**src/rtl/fetch_pkg.sv**
```systemverilog
// Shared types and constants for the instruction fetch sequencer.
package fetch_pkg;

  // Bytes per instruction word; the fetch PC advances by this amount.
  localparam int unsigned INSTR_BYTES = 4;

  // Default first fetch address after reset.
  localparam logic [31:0] DEFAULT_RESET_PC = 32'h0000_0000;

  // One fetched instruction together with the address it came from.
  typedef struct packed {
    logic [31:0] pc;
    logic [31:0] instr;
  } fetch_entry_t;

  // Force a byte address onto a word boundary.
  function automatic logic [31:0] align_pc(input logic [31:0] pc);
    return {pc[31:2], 2'b00};
  endfunction

endpackage

```
**src/rtl/fetch_skid_buf.sv**
```systemverilog
// Small FIFO of fetched {pc, instr} pairs that absorbs decode backpressure.
// Push and pop may happen in the same cycle; flush empties it and wins over both.
module fetch_skid_buf
  import fetch_pkg::*;
#(
  parameter int unsigned DEPTH = 2,
  localparam int unsigned PTR_W = (DEPTH > 1) ? $clog2(DEPTH) : 1,
  localparam int unsigned OCC_W = $clog2(DEPTH + 1)
) (
  input  logic               clk_i,
  input  logic               rst_ni,
  input  logic               flush_i,
  input  logic               push_i,
  input  fetch_entry_t       push_data_i,
  input  logic               pop_i,
  output logic [OCC_W-1:0]   occ_o,
  output fetch_entry_t       head_o
);

  fetch_entry_t          store_q [DEPTH];
  logic [PTR_W-1:0]      wr_ptr_q;
  logic [PTR_W-1:0]      rd_ptr_q;
  logic [OCC_W-1:0]      occ_q;
  logic                  do_push_s;
  logic                  do_pop_s;

  // Pointer increment that wraps at DEPTH (DEPTH need not be a power of two).
  function automatic logic [PTR_W-1:0] ptr_next(input logic [PTR_W-1:0] ptr);
    if (ptr == PTR_W'(DEPTH - 1)) begin
      return {PTR_W{1'b0}};
    end else begin
      return ptr + PTR_W'(1);
    end
  endfunction

  // Qualify requests: never pop when empty, never push into a full buffer
  // unless a pop frees a slot in the same cycle; flush suppresses both.
  always_comb begin
    do_pop_s  = pop_i && !flush_i && (occ_q != {OCC_W{1'b0}});
    do_push_s = push_i && !flush_i && ((occ_q != OCC_W'(DEPTH)) || do_pop_s);
  end

  // Entry storage; contents are only meaningful below the occupancy count.
  always_ff @(posedge clk_i) begin
    if (do_push_s) begin
      store_q[wr_ptr_q] <= push_data_i;
    end
  end

  // Pointer and occupancy bookkeeping.
  always_ff @(posedge clk_i or negedge rst_ni) begin
    if (!rst_ni) begin
      wr_ptr_q <= {PTR_W{1'b0}};
      rd_ptr_q <= {PTR_W{1'b0}};
      occ_q    <= {OCC_W{1'b0}};
    end else if (flush_i) begin
      wr_ptr_q <= {PTR_W{1'b0}};
      rd_ptr_q <= {PTR_W{1'b0}};
      occ_q    <= {OCC_W{1'b0}};
    end else begin
      if (do_push_s) begin
        wr_ptr_q <= ptr_next(wr_ptr_q);
      end
      if (do_pop_s) begin
        rd_ptr_q <= ptr_next(rd_ptr_q);
      end
      case ({do_push_s, do_pop_s})
        2'b10:   occ_q <= occ_q + OCC_W'(1);
        2'b01:   occ_q <= occ_q - OCC_W'(1);
        default: occ_q <= occ_q;
      endcase
    end
  end

  assign occ_o  = occ_q;
  assign head_o = store_q[rd_ptr_q];

endmodule

```
**src/rtl/instr_fetch_ctrl.sv**
```systemverilog
// Fetch sequencer: owns the fetch PC, tracks the single in-flight read of a
// 1-cycle-latency instruction memory and hands {pc, instr} to decode.
// A returning word bypasses straight to the output when the skid buffer is
// empty; otherwise it queues behind older words to keep program order.
module instr_fetch_ctrl
  import fetch_pkg::*;
#(
  parameter logic [31:0] RESET_PC  = DEFAULT_RESET_PC,
  parameter int unsigned BUF_DEPTH = 2
) (
  input  logic        clk,
  input  logic        rst_n,
  input  logic        fetch_en,
  input  logic        redirect_valid,
  input  logic [31:0] redirect_pc,
  output logic [31:0] mem_addr,
  input  logic [31:0] mem_rdata,
  output logic        out_valid,
  input  logic        out_ready,
  output logic [31:0] out_pc,
  output logic [31:0] out_instr
);

  localparam int unsigned OCC_W = $clog2(BUF_DEPTH + 1);

  logic [31:0]      fetch_pc_q;
  logic [31:0]      fetch_pc_d;
  logic             inflight_v_q;
  logic [31:0]      inflight_pc_q;

  logic [OCC_W-1:0] occ_s;
  fetch_entry_t     head_s;
  fetch_entry_t     ret_entry_s;
  logic             buf_empty_s;
  logic             out_fire_s;
  logic [OCC_W:0]   load_s;
  logic             issue_s;
  logic             push_s;
  logic             pop_s;

  // Output select: buffer head first, then the word returning this cycle.
  always_comb begin
    buf_empty_s       = (occ_s == {OCC_W{1'b0}});
    ret_entry_s.pc    = inflight_pc_q;
    ret_entry_s.instr = mem_rdata;
    out_valid         = 1'b0;
    out_pc            = 32'h0000_0000;
    out_instr         = 32'h0000_0000;
    if (!buf_empty_s) begin
      out_valid = 1'b1;
      out_pc    = head_s.pc;
      out_instr = head_s.instr;
    end else if (inflight_v_q) begin
      out_valid = 1'b1;
      out_pc    = inflight_pc_q;
      out_instr = mem_rdata;
    end else begin
      out_valid = 1'b0;
    end
  end

  // Issue and buffer control. A new read is only issued when its return is
  // guaranteed a slot: either room remains after counting the in-flight word,
  // or decode frees a slot this cycle. Redirect squashes everything.
  always_comb begin
    out_fire_s = out_valid && out_ready;
    load_s     = {1'b0, occ_s} + {{OCC_W{1'b0}}, inflight_v_q};
    issue_s    = fetch_en && !redirect_valid &&
                 ((load_s < (OCC_W + 1)'(BUF_DEPTH)) || out_fire_s);
    push_s     = inflight_v_q && !redirect_valid && (!buf_empty_s || !out_fire_s);
    pop_s      = out_fire_s && !buf_empty_s && !redirect_valid;
    if (redirect_valid) begin
      fetch_pc_d = align_pc(redirect_pc);
    end else if (issue_s) begin
      fetch_pc_d = fetch_pc_q + 32'(INSTR_BYTES);
    end else begin
      fetch_pc_d = fetch_pc_q;
    end
  end

  // Fetch PC and in-flight read tracking.
  always_ff @(posedge clk or negedge rst_n) begin
    if (!rst_n) begin
      fetch_pc_q    <= RESET_PC;
      inflight_v_q  <= 1'b0;
      inflight_pc_q <= 32'h0000_0000;
    end else begin
      fetch_pc_q   <= fetch_pc_d;
      inflight_v_q <= issue_s;
      if (issue_s) begin
        inflight_pc_q <= fetch_pc_q;
      end
    end
  end

  fetch_skid_buf #(
    .DEPTH (BUF_DEPTH)
  ) u_buf (
    .clk_i       (clk),
    .rst_ni      (rst_n),
    .flush_i     (redirect_valid),
    .push_i      (push_s),
    .push_data_i (ret_entry_s),
    .pop_i       (pop_s),
    .occ_o       (occ_s),
    .head_o      (head_s)
  );

  assign mem_addr = fetch_pc_q;

endmodule

```
**config.mk**
```make
export PLATFORM = sky130hd
export DESIGN_NAME = instr_fetch_ctrl
export DESIGN_NICKNAME = d
export VERILOG_FILES = /design/src/rtl/fetch_pkg.sv /design/src/rtl/fetch_skid_buf.sv /design/src/rtl/instr_fetch_ctrl.sv
export SDC_FILE = /design/constraint.sdc
export NUM_CORES = 1
export LEC_CHECK = 0
export CORE_AREA = 2 2 139 141
export DETAILED_ROUTE_END_ITERATION = 7
export DIE_AREA = 0 0 141 143
export PLACE_DENSITY = 0.7
export SLEW_MARGIN = 20
export SYNTH_ARGS = -nofsm -noshare
export SYNTH_HDL_FRONTEND = slang
export SYNTH_SLANG_ARGS = --single-unit
```
**constraint.sdc**
```tcl
create_clock -name clk -period 6.7 [get_ports clk]
set_clock_uncertainty 0.15 [all_clocks]
set_input_delay 0.67 -clock clk [delete_from_list [all_inputs] [get_ports clk]]
set_output_delay 0.67 -clock clk [all_outputs]
set_load 0.1 [all_outputs]
```
==> results.md, run 1 <==
* Worst-path maximum fanout at 86
* DPL Wire Length at 11.0 mm
* Setup Fix Bufs, Post-CTS at 0
* Max Slew Vio Count at 0
* Hold Buf Count CTS at 0
* Die footprint at 20200 um2
* Total number of vias at 5417
* Slew Limit Headroom at 0.300
* Clock Sinks at 189
* Post-synth ARST share at 0.344
* Period utilisation layout at 0.699
* Pwr per Cell Area at 295 nW/um2
* GR Overflow Total at 0
* Layout Utilization at 0.569
* CTS tree: yes
* Final Critical Period at 4.69 ns
* Worst-Margin Slew at 1.05 ns
* Die H at 143 um
* Layout cells sized above 1 at 0.0930
* Clock buffer depth at 2
* Crit-path max cell delay at 1.21 ns
* Area growth syn-to-layout at 28.8%
* RSZ-0062 raised after global routing: false
* Vias per cell at 5.32
* Main area contributors after synthesis: edfxtp_1 45%, dfrtp_1 20%, mux2i_1 7.8%, o21ai_0 4.8%, nand3_1 4.3%
* Skew-Pair Late Insertion Delay at 0.43 ns
* Drt first-iter violations at 343
* Crit-path cells: nor2_4, buf_4, nand3_1, o21ai_0, clkdlybuf4s50_1
* Mean routed wirelength per cell at 17.1 um
* Fillers at 1497
* Final Hold Vio Count at 0
* Clock root cell: clkbuf_16
* Reg clk slew, reported paths at 0.07 ns
* CP Capture Type: primary output
* Synth top area share at 0.454
* Unique cell type count in the Yosys netlist at 40
* Area of the multi-input gates at 2670 um2
* Yosys Warn Count at 0
* Largest net degree at the start of global routing at 87
* Avg Synthesized Cell Area at 13.1 um2
* CTS Buf Count at 17
* Leakage at 3.63 nW
* Setup_tns at 0 ns
* Status: finished, final reports clean
* Io pins at 166
* Final wirelength at 17.4 mm
* First-pass GRT wire length at 28.0 mm
* Setup CP Type: register to primary output
* Post-synth top area cell: edfxtp_1
* EDFF count, synth at 124
* Synthesized flop and latch total at 189
* Nets at 842
* Register area share after synthesis at 0.652
* Slowest-stage cell, CP: clkdlybuf4s50_1
* Post-Syn Instances at 628
* Die width at 141 um
* WP buf/inv at 2
* VDD IR max at 173 uV
* Placed cell area at 9970 um2
* RD Place Congestion at 0.786
* Most used DFF post-synth: edfxtp_1
* Max_cap viols at 0
* Max Clk Rate at 213 MHz
* Initial antenna violation count at 0
* Core Area at 18600 um2
* Pre-antenna DRT Iters at 5
* H-tree depth at 4
* Min-delay worst type: primary input to asynchronous set/reset pin
* Post-route ant nets at 0
* Ant diodes at 0
* Final Cell Area at 10600 um2
* Post-cts resize count at 0
* Synthesized area at 8210 um2
* Critical path required time at 5.88 ns
* All-Layer GR Usage at 0.178
* Register area at 5360 um2
* Rows at 50
* Initial Util at 0.442
* Cell family with most CP delay: buffers and inverters
* Crit start category: register
* IO buf count at 159
* Number of global-route vias before repair at 5320
* Worst EP arrival at 3.87 ns
* DRC violations left at 0
* Setup Viol. Count Final at 0
-- cell usage in the layout (no fill, tap or decap), types with 2 or more instances in the layout --
cell / instances
and3_1: 4
buf_2: 2
a21oi_1: 2
dfrtp_1: 63
xnor2_1: 11
and4_1: 3
clkbuf_16: 17
clkbuf_1: 2
clkdlybuf4s50_1: 157
nand4_1: 17
mux2i_1: 64
o21ai_1: 15
conb_1: 4
nor3_2: 3
bufinv_16: 2
nor3_1: 4
inv_6: 3
clkinvlp_4: 4
nand2_1: 38
nand3_1: 71
nor3b_1: 2
mux2_2: 23
mux2_1: 8
buf_4: 7
nor2_1: 8
inv_1: 4
xor2_1: 21
o21ai_0: 79
edfxtp_1: 124
-- power breakdown --
part	leakage (nW)	switching, W	internal [W]	total (W)
combinational	1.45	0.000535	0.000196	0.000731
sequential	1.92	0.0000834	0.00133	0.00142
clock	0.264	0.000424	0.000550	0.000974
-- final timing paths --
kind,from,end,slack [ns],cells past startpoint
worst max-delay path,u_buf.occ_o[0],out_pc[18],2.01,5
worst min register to register,inflight_pc_q[25],u_buf.store_q[1][57],0.34,0
min in group clk,inflight_pc_q[25],u_buf.store_q[1][57],0.34,0
max in group asynchronous,rst_n,u_buf.rd_ptr_q,5.52,2
worst min-delay path,rst_n,mem_addr[11],0.26,2
worst max register to register,inflight_v_q,u_buf.store_q[1][10],3.81,4
-- flip-flops by register name, indices dropped and copies added, names as in the netlist --
name,cells
inflight_pc_q,30
u_buf.store_q,124
u_buf.occ_o,2
inflight_v_q,1
u_buf.rd_ptr_q,1
u_buf.wr_ptr_q,1
mem_addr,30
-- final cells by class --
class                           count  area share
Tap cell                          234      0.0277
Multi-Input combinational cell    393       0.253
Timing Repair Buffer              167       0.157
Sequential cell                   189       0.507
Clock inverter                     13      0.0131
Inverter                            4     0.00142
Clock buffer                       19      0.0410
-- routing by layer --
layer | vias up | global-route usage | share of wire
met3 | 15 | 0.0409 | 0.043
met5 | - | 0 | 0
met4 | 0 | 0.0563 | 0.014
li1 | 2622 | - | -
met2 | 156 | 0.280 | 0.48
met1 | 2624 | 0.247 | 0.46
-- cells by family (layout without fill, tap and decap cells) --
logic type | after synthesis | in the layout | share of synthesized area
flip-flops | 189 | 189 | 0.652
AND/OR/NAND/NOR | 158 | 158 | 0.0994
XOR/XNOR | 32 | 32 | 0.0341
other | 1 | 4 | 0.000457
adder cells (fa/ha/maj) | 1 | 1 | 0.00152
buffers and inverters | 49 | 203 | 0.0261
multiplexers | 95 | 95 | 0.121
AO/OA/AOI/OAI | 103 | 103 | 0.0661
-- metrics by stage --
stage | hold WS, ns | worst slack [ns] | cells | power [W]
after floorplan | 0.224 | 0.343 | 631 | 0.00196
after global placement | 0.327 | 2.48 | 986 | 0.00216
after detailed placement | 0.329 | 2.43 | 986 | 0.00217
after CTS | 0.291 | 1.98 | 1018 | 0.00315
after global routing | 0.324 | 1.72 | 1019 | 0.00324
final | 0.256 | 2.01 | 1019 | 0.00312
-- synth_stat cells (all sizes together) (4+ instances only) --
library cell  count
edfxtp          124
o21ai            94
nand3            71
dfrtp            65
mux2i            64
nand2            38
mux2             31
clkbuf           28
xor2             21
buf              17
nand4            17
xnor2            11
nor2              9
nor3              7
and3              4
inv               4
-- worst reg2reg max path, delay by kind of cell (launching register included) --
kind	cells	cell delay [ns]
buffers and inverters	2	1.32
flip-flops	1	0.34
AO/OA/AOI/OAI	1	0.42
AND/OR/NAND/NOR	1	0.26
No activity file was read; power rests on OpenSTA's default activity.
==> run 2, diff against run 1 <==
--- a/config.mk
+++ b/config.mk
@@ -8,7 +8,7 @@
 export CORE_AREA = 2 2 139 141
 export DETAILED_ROUTE_END_ITERATION = 7
 export DIE_AREA = 0 0 141 143
-export PLACE_DENSITY = 0.7
+export PLACE_DENSITY = 0.73
 export SLEW_MARGIN = 20
 export SYNTH_ARGS = -nofsm -noshare
 export SYNTH_HDL_FRONTEND = slang
==> constraint.sdc (replaced) <==
create_clock -name clk -period 4.2 [get_ports clk]
set_clock_uncertainty 0.15 [all_clocks]
set_input_delay 0.42 -clock clk [delete_from_list [all_inputs] [get_ports clk]]
set_output_delay 0.42 -clock clk [all_outputs]
set_load 0.1 [all_outputs]
==> run 2 against run 1 <==
Clock-buffer cell count decreased by 1. Worst setup slack worse by 0.98 ns. Wire length grew 0.83%. Die area unchanged. Sequential power up 60%. First-iteration DRC count down 12%. Global-route usage about the same. Highest routed layer unchanged. Clock power grew 57%. Via count up 0.78%. Register-to-register slack got worse by 2.3 ns. Sequential share of layout area up 0.56 points. Sequential cell count is the same. Critical path type unchanged. Largest cell class unchanged.
==> results.md, run 2 (synthesized netlist as in run 1, its figures left out) <==
* Vias per cell at 5.35
* CTS Buf Count at 17
* Critical path required time at 3.63 ns
* Clock Sinks at 189
* Rows at 50
* Initial antenna violation count at 0
* Crit start category: register
* Worst-path maximum fanout at 92
* Post-cts resize count at 0
* Slew Limit Headroom at 0.327
* Status: finished, final reports clean
* DPL Wire Length at 11.4 mm
* Period utilisation layout at 0.753
* Post-route ant nets at 0
* RSZ-0062 raised after global routing: false
* Setup_tns at 0 ns
* Total number of vias at 5459
* Final Cell Area at 10500 um2
* Skew-Pair Late Insertion Delay at 0.42 ns
* IO buf count at 159
* Die H at 143 um
* Initial Util at 0.442
* Max_cap viols at 0
* Most frequent cells in the layout: 124 x edfxtp_1, 95 x clkdlybuf4s50_1, 79 x o21ai_0
* RD Place Congestion at 0.826
* Worst EP arrival at 2.59 ns
* Ant diodes at 0
* Die footprint at 20200 um2
* Layout Utilization at 0.563
* VDD IR max at 287 uV
* Max Clk Rate at 316 MHz
* CP Capture Type: primary output
* Final wirelength at 17.6 mm
* Most common cell after layout, fill and taps aside: edfxtp_1
* H-tree depth at 4
* GR Overflow Total at 0
* Slack of the worst reg-to-reg path at 1.55 ns
* Drt first-iter violations at 302
* Clock root cell: clkbuf_16
* Setup Viol. Count Final at 0
* Clock buffer depth at 2
* Min-delay worst type: primary input to register
* CTS tree: yes
* Final Critical Period at 3.16 ns
* Largest net degree at the start of global routing at 93
* Nets at 843
* Die width at 141 um
* First-pass GRT wire length at 27.7 mm
* Hold Crit Start: redirect_valid
* DRC violations left at 0
* Core Area at 18600 um2
* Final Hold Vio Count at 0
* Setup Fix Bufs, Post-CTS at 0
* Dpl cells at 986
* Max reg flops at 124
* Worst-Margin Slew at 1.01 ns
* Placed cell area at 9840 um2
* Layout cells sized above 1 at 0.176
* Setup CP Type: register to primary output
* Reg2Reg Launch Point: inflight_v_q
* Io pins at 166
* Max Slew Vio Count at 0
* Area growth syn-to-layout at 27.3%
* Mean routed wirelength per cell at 17.2 um
* All-Layer GR Usage at 0.177
* Number of global-route vias before repair at 5339
* Post-route insts no fill at 1020
* Pwr Total at 0.00495 W
* Pwr per Cell Area at 473 nW/um2
* Worst setup startpoint: u_buf.occ_o[0]
* Largest Register: u_buf.store_q
* Reg clk slew, reported paths at 0.07 ns
* Pre-antenna DRT Iters at 4
* Leakage at 3.77 nW
[run 2: cell count changes in the layout (fill, tap and decap cells not counted), sizes merged]
cell           delta
buf              +62
clkinvlp          -2
clkbuf            -1
inv               +2
bufinv            -1
dlygate4sd3       +1
clkinv            +2
clkdlybuf4s50    -62
[run 2: report_power, final]
| part | total (W) | leakage [nW] | internal (W) | switching [W] |
|---|---|---|---|---|
| registers | 0.00227 | 1.92 | 0.00213 | 0.000141 |
| logic | 0.00115 | 1.57 | 0.000296 | 0.000851 |
| clock network | 0.00153 | 0.278 | 0.000847 | 0.000684 |
[run 2: worst paths after layout]
path	to	cells past startpoint
setup reg to reg	u_buf.store_q[1][24]	3
hold reg to reg	u_buf.store_q[1][56]	0
setup / recovery	out_pc[17]	5
hold / removal	u_buf.wr_ptr_q	2
max in group asynchronous	u_buf.rd_ptr_q	3
min in group asynchronous	mem_addr[11]	2
[run 2: repair_timing]
action                                 4_1_cts  5_1_grt
setup endpoints to repair                    0        0
endpoints found under the hold margin       30        0
hold buffers                                 1        0
[run 2: cell type report]
class	instances	area (um2)
Fill cell	1512	8130
Sequential cell	189	5360
Multi-Input combinational cell	393	2690
Timing Repair Buffer	168	1530
Clock buffer	18	439
Tap cell	234	293
Clock inverter	14	136
Inverter	4	15.0
[run 2: metrics by stage]
step	hold slack, ns	worst slack (ns)
floorplan	-0.0256	0.274
global placement	0.325	1.27
detailed placement	0.333	1.21
CTS	0.184	0.996
global route	0.192	0.852
finish	0.213	1.04
[run 2: critical path, cell delays in order (launching register included)]
cell	delay [ns]
dfrtp_1	0.49
nor2_4	0.61
buf_12	0.36
nand3_1	0.12
o21ai_0	0.16
buf_4	0.35
[run 2: metal layers]
layer / vias to the layer above / share of wire / GRT usage / wire (um)
met2: 160 / 0.48 / 0.279 / 8350
met5: - / 0 / 0 / 0
met1: 2662 / 0.47 / 0.247 / 8240
met3: 8 / 0.048 / 0.0349 / 838
met4: 0 / 0.0072 / 0.0642 / 127
li1: 2629 / - / - / -
==> run 3, diff against run 2 <==
--- a/config.mk
+++ b/config.mk
@@ -8,7 +8,7 @@
 export CORE_AREA = 2 2 139 141
 export DETAILED_ROUTE_END_ITERATION = 7
 export DIE_AREA = 0 0 141 143
-export PLACE_DENSITY = 0.73
+export PLACE_DENSITY = 0.7
 export SLEW_MARGIN = 20
 export SYNTH_ARGS = -nofsm -noshare
 export SYNTH_HDL_FRONTEND = slang
==> constraint.sdc (replaced) <==
create_clock -name clk -period 3.15 [get_ports clk]
set_clock_uncertainty 0.15 [all_clocks]
set_input_delay 0.315 -clock clk [delete_from_list [all_inputs] [get_ports clk]]
set_output_delay 0.315 -clock clk [all_outputs]
set_load 0.1 [all_outputs]
==> run 3 against run 2 <==
Non-clock buffer count is 3 higher. Final area up 0.65%. Register-to-register slack got worse by 0.65 ns. Sequential cell count did not move. Total power up 35%. Combinational power increased by 35%. Sequential share of layout area down 0.33 points.
==> results.md, run 3 (synthesized netlist as in run 1, its figures left out) <==
* Status: finished, final reports clean
* DRC violations left at 0
* IO buf count at 159
* Ant diodes at 0
* Leakage at 3.85 nW
* Pwr per Cell Area at 634 nW/um2
* Clock root cell: clkbuf_16
* Initial antenna violation count at 0
* Setup Viol. Count Final at 0
* Pwr Total at 0.00667 W
* Post-route ant nets at 0
* Max_cap viols at 0
* Total number of vias at 5419
* Vias per cell at 5.30
* CTS tree: yes
* RD Place Congestion at 0.790
* Die H at 143 um
* CTS Buf Count at 17
* Worst-Margin Slew at 0.826 ns
* Most common cell after layout, fill and taps aside: edfxtp_1
* VDD IR max at 392 uV
* Critical path required time at 2.68 ns
* Largest Register: u_buf.store_q
* All-Layer GR Usage at 0.178
* Area growth syn-to-layout at 28.2%
* CP Capture Type: primary output
* Crit start category: register
* Metal1 wirelength at 8.13 mm
* Final wirelength at 17.5 mm
* Metal3 WL at 742 um
* Drt first-iter violations at 322
* Reg clk slew, reported paths at 0.07 ns
* Clock buffer depth at 2
* Reg2Reg Depth at 6
* Post-cts resize count at 0
* Max reg flops at 124
* Worst EP arrival at 2.16 ns
* Setup CP Type: register to primary output
* Nets at 846
* Uppermost layer routed: met4
* Core Area at 18600 um2
* Met2 Wirelength at 8.38 mm
* Final Hold Vio Count at 0
* Clock Sinks at 189
* Worst-path maximum fanout at 33
* Setup_tns at 0 ns
* Initial Util at 0.442
* First-pass GRT wire length at 28.0 mm
* Period utilisation layout at 0.834
* Max Clk Rate at 381 MHz
* DPL Wire Length at 11.3 mm
* Max Slew Vio Count at 0
* Hold path depth at 2
* H-tree depth at 4
* Final Critical Period at 2.63 ns
* Rows at 50
* Min-delay worst type: primary input to register
* RSZ-0062 raised after global routing: false
* Io pins at 166
* Number of global-route vias before repair at 5256
* Layout cells sized above 1 at 0.218
* Die width at 141 um
* Most frequent cells in the layout: 124 x edfxtp_1, 93 x buf_4, 75 x o21ai_1
* Skew-Pair Late Insertion Delay at 0.42 ns
* Die footprint at 20200 um2
* Pre-antenna DRT Iters at 4
* Slew Limit Headroom at 0.450
* Mean routed wirelength per cell at 17.1 um
* Largest net degree at the start of global routing at 87
* GR Overflow Total at 0
## run 3: layout make-up
cell class	count	area, um2
fillers	1522	8060
flip-flops and latches	189	5360
multi-input cells	393	2690
repair buffers	171	1580
clock buffers	21	485
well taps	234	293
clock inverters	11	108
inverters	4	15.0
## run 3: metrics by stage
stage,hold slack [ns],setup WS (ns),utilization,instance area (um2),std cells
6_report,0.0937,0.523,0.566,10500,1023
5_1_grt,0.0999,0.412,0.566,10500,1023
4_1_cts,0.0702,0.488,0.566,10500,1023
3_5_place_dp,0.331,0.645,0.534,9920,990
3_3_place_gp,0.327,0.663,0.534,9920,990
2_1_floorplan,-0.131,-0.416,-,8240,631
## run 3: layer usage
layer  global-route usage  vias up
met4               0.0584        0
li1                     -     2623
met3               0.0332       15
met1                0.246     2627
met2                0.287      154
met5                    0        -
## run 3: where the power goes
| part | internal, W | leakage (nW) | total [W] | switching, W |
|---|---|---|---|---|
| Clock | 0.00120 | 0.294 | 0.00210 | 0.000900 |
| Sequential | 0.00284 | 1.92 | 0.00302 | 0.000188 |
| Combinational | 0.000413 | 1.64 | 0.00155 | 0.00114 |
## run 3: path summary, 6_finish.rpt
kind                                   start                    to  slack (ns)
setup / recovery              u_buf.rd_ptr_q            out_pc[26]        0.52
hold / removal                redirect_valid        u_buf.wr_ptr_q        0.09
setup reg to reg                 mem_addr[2]          mem_addr[22]        0.90
hold reg to reg            inflight_pc_q[23]  u_buf.store_q[0][55]        0.35
max in group asynchronous              rst_n        u_buf.rd_ptr_q        1.77
min in group asynchronous              rst_n           mem_addr[8]        0.44
## run 3: what timing repair did
item / in CTS / in global routing
setup buffers: 0 / 0
hold buffers: 1 / 0
endpoints found under the hold margin: 65 / 0
## run 3: worst max-delay path: stages (launching register included)
cell and delay [ns]:
dfrtp_4 0.82, buf_4 0.33, mux2i_1 0.10, o21ai_1 0.15, buf_4 0.31
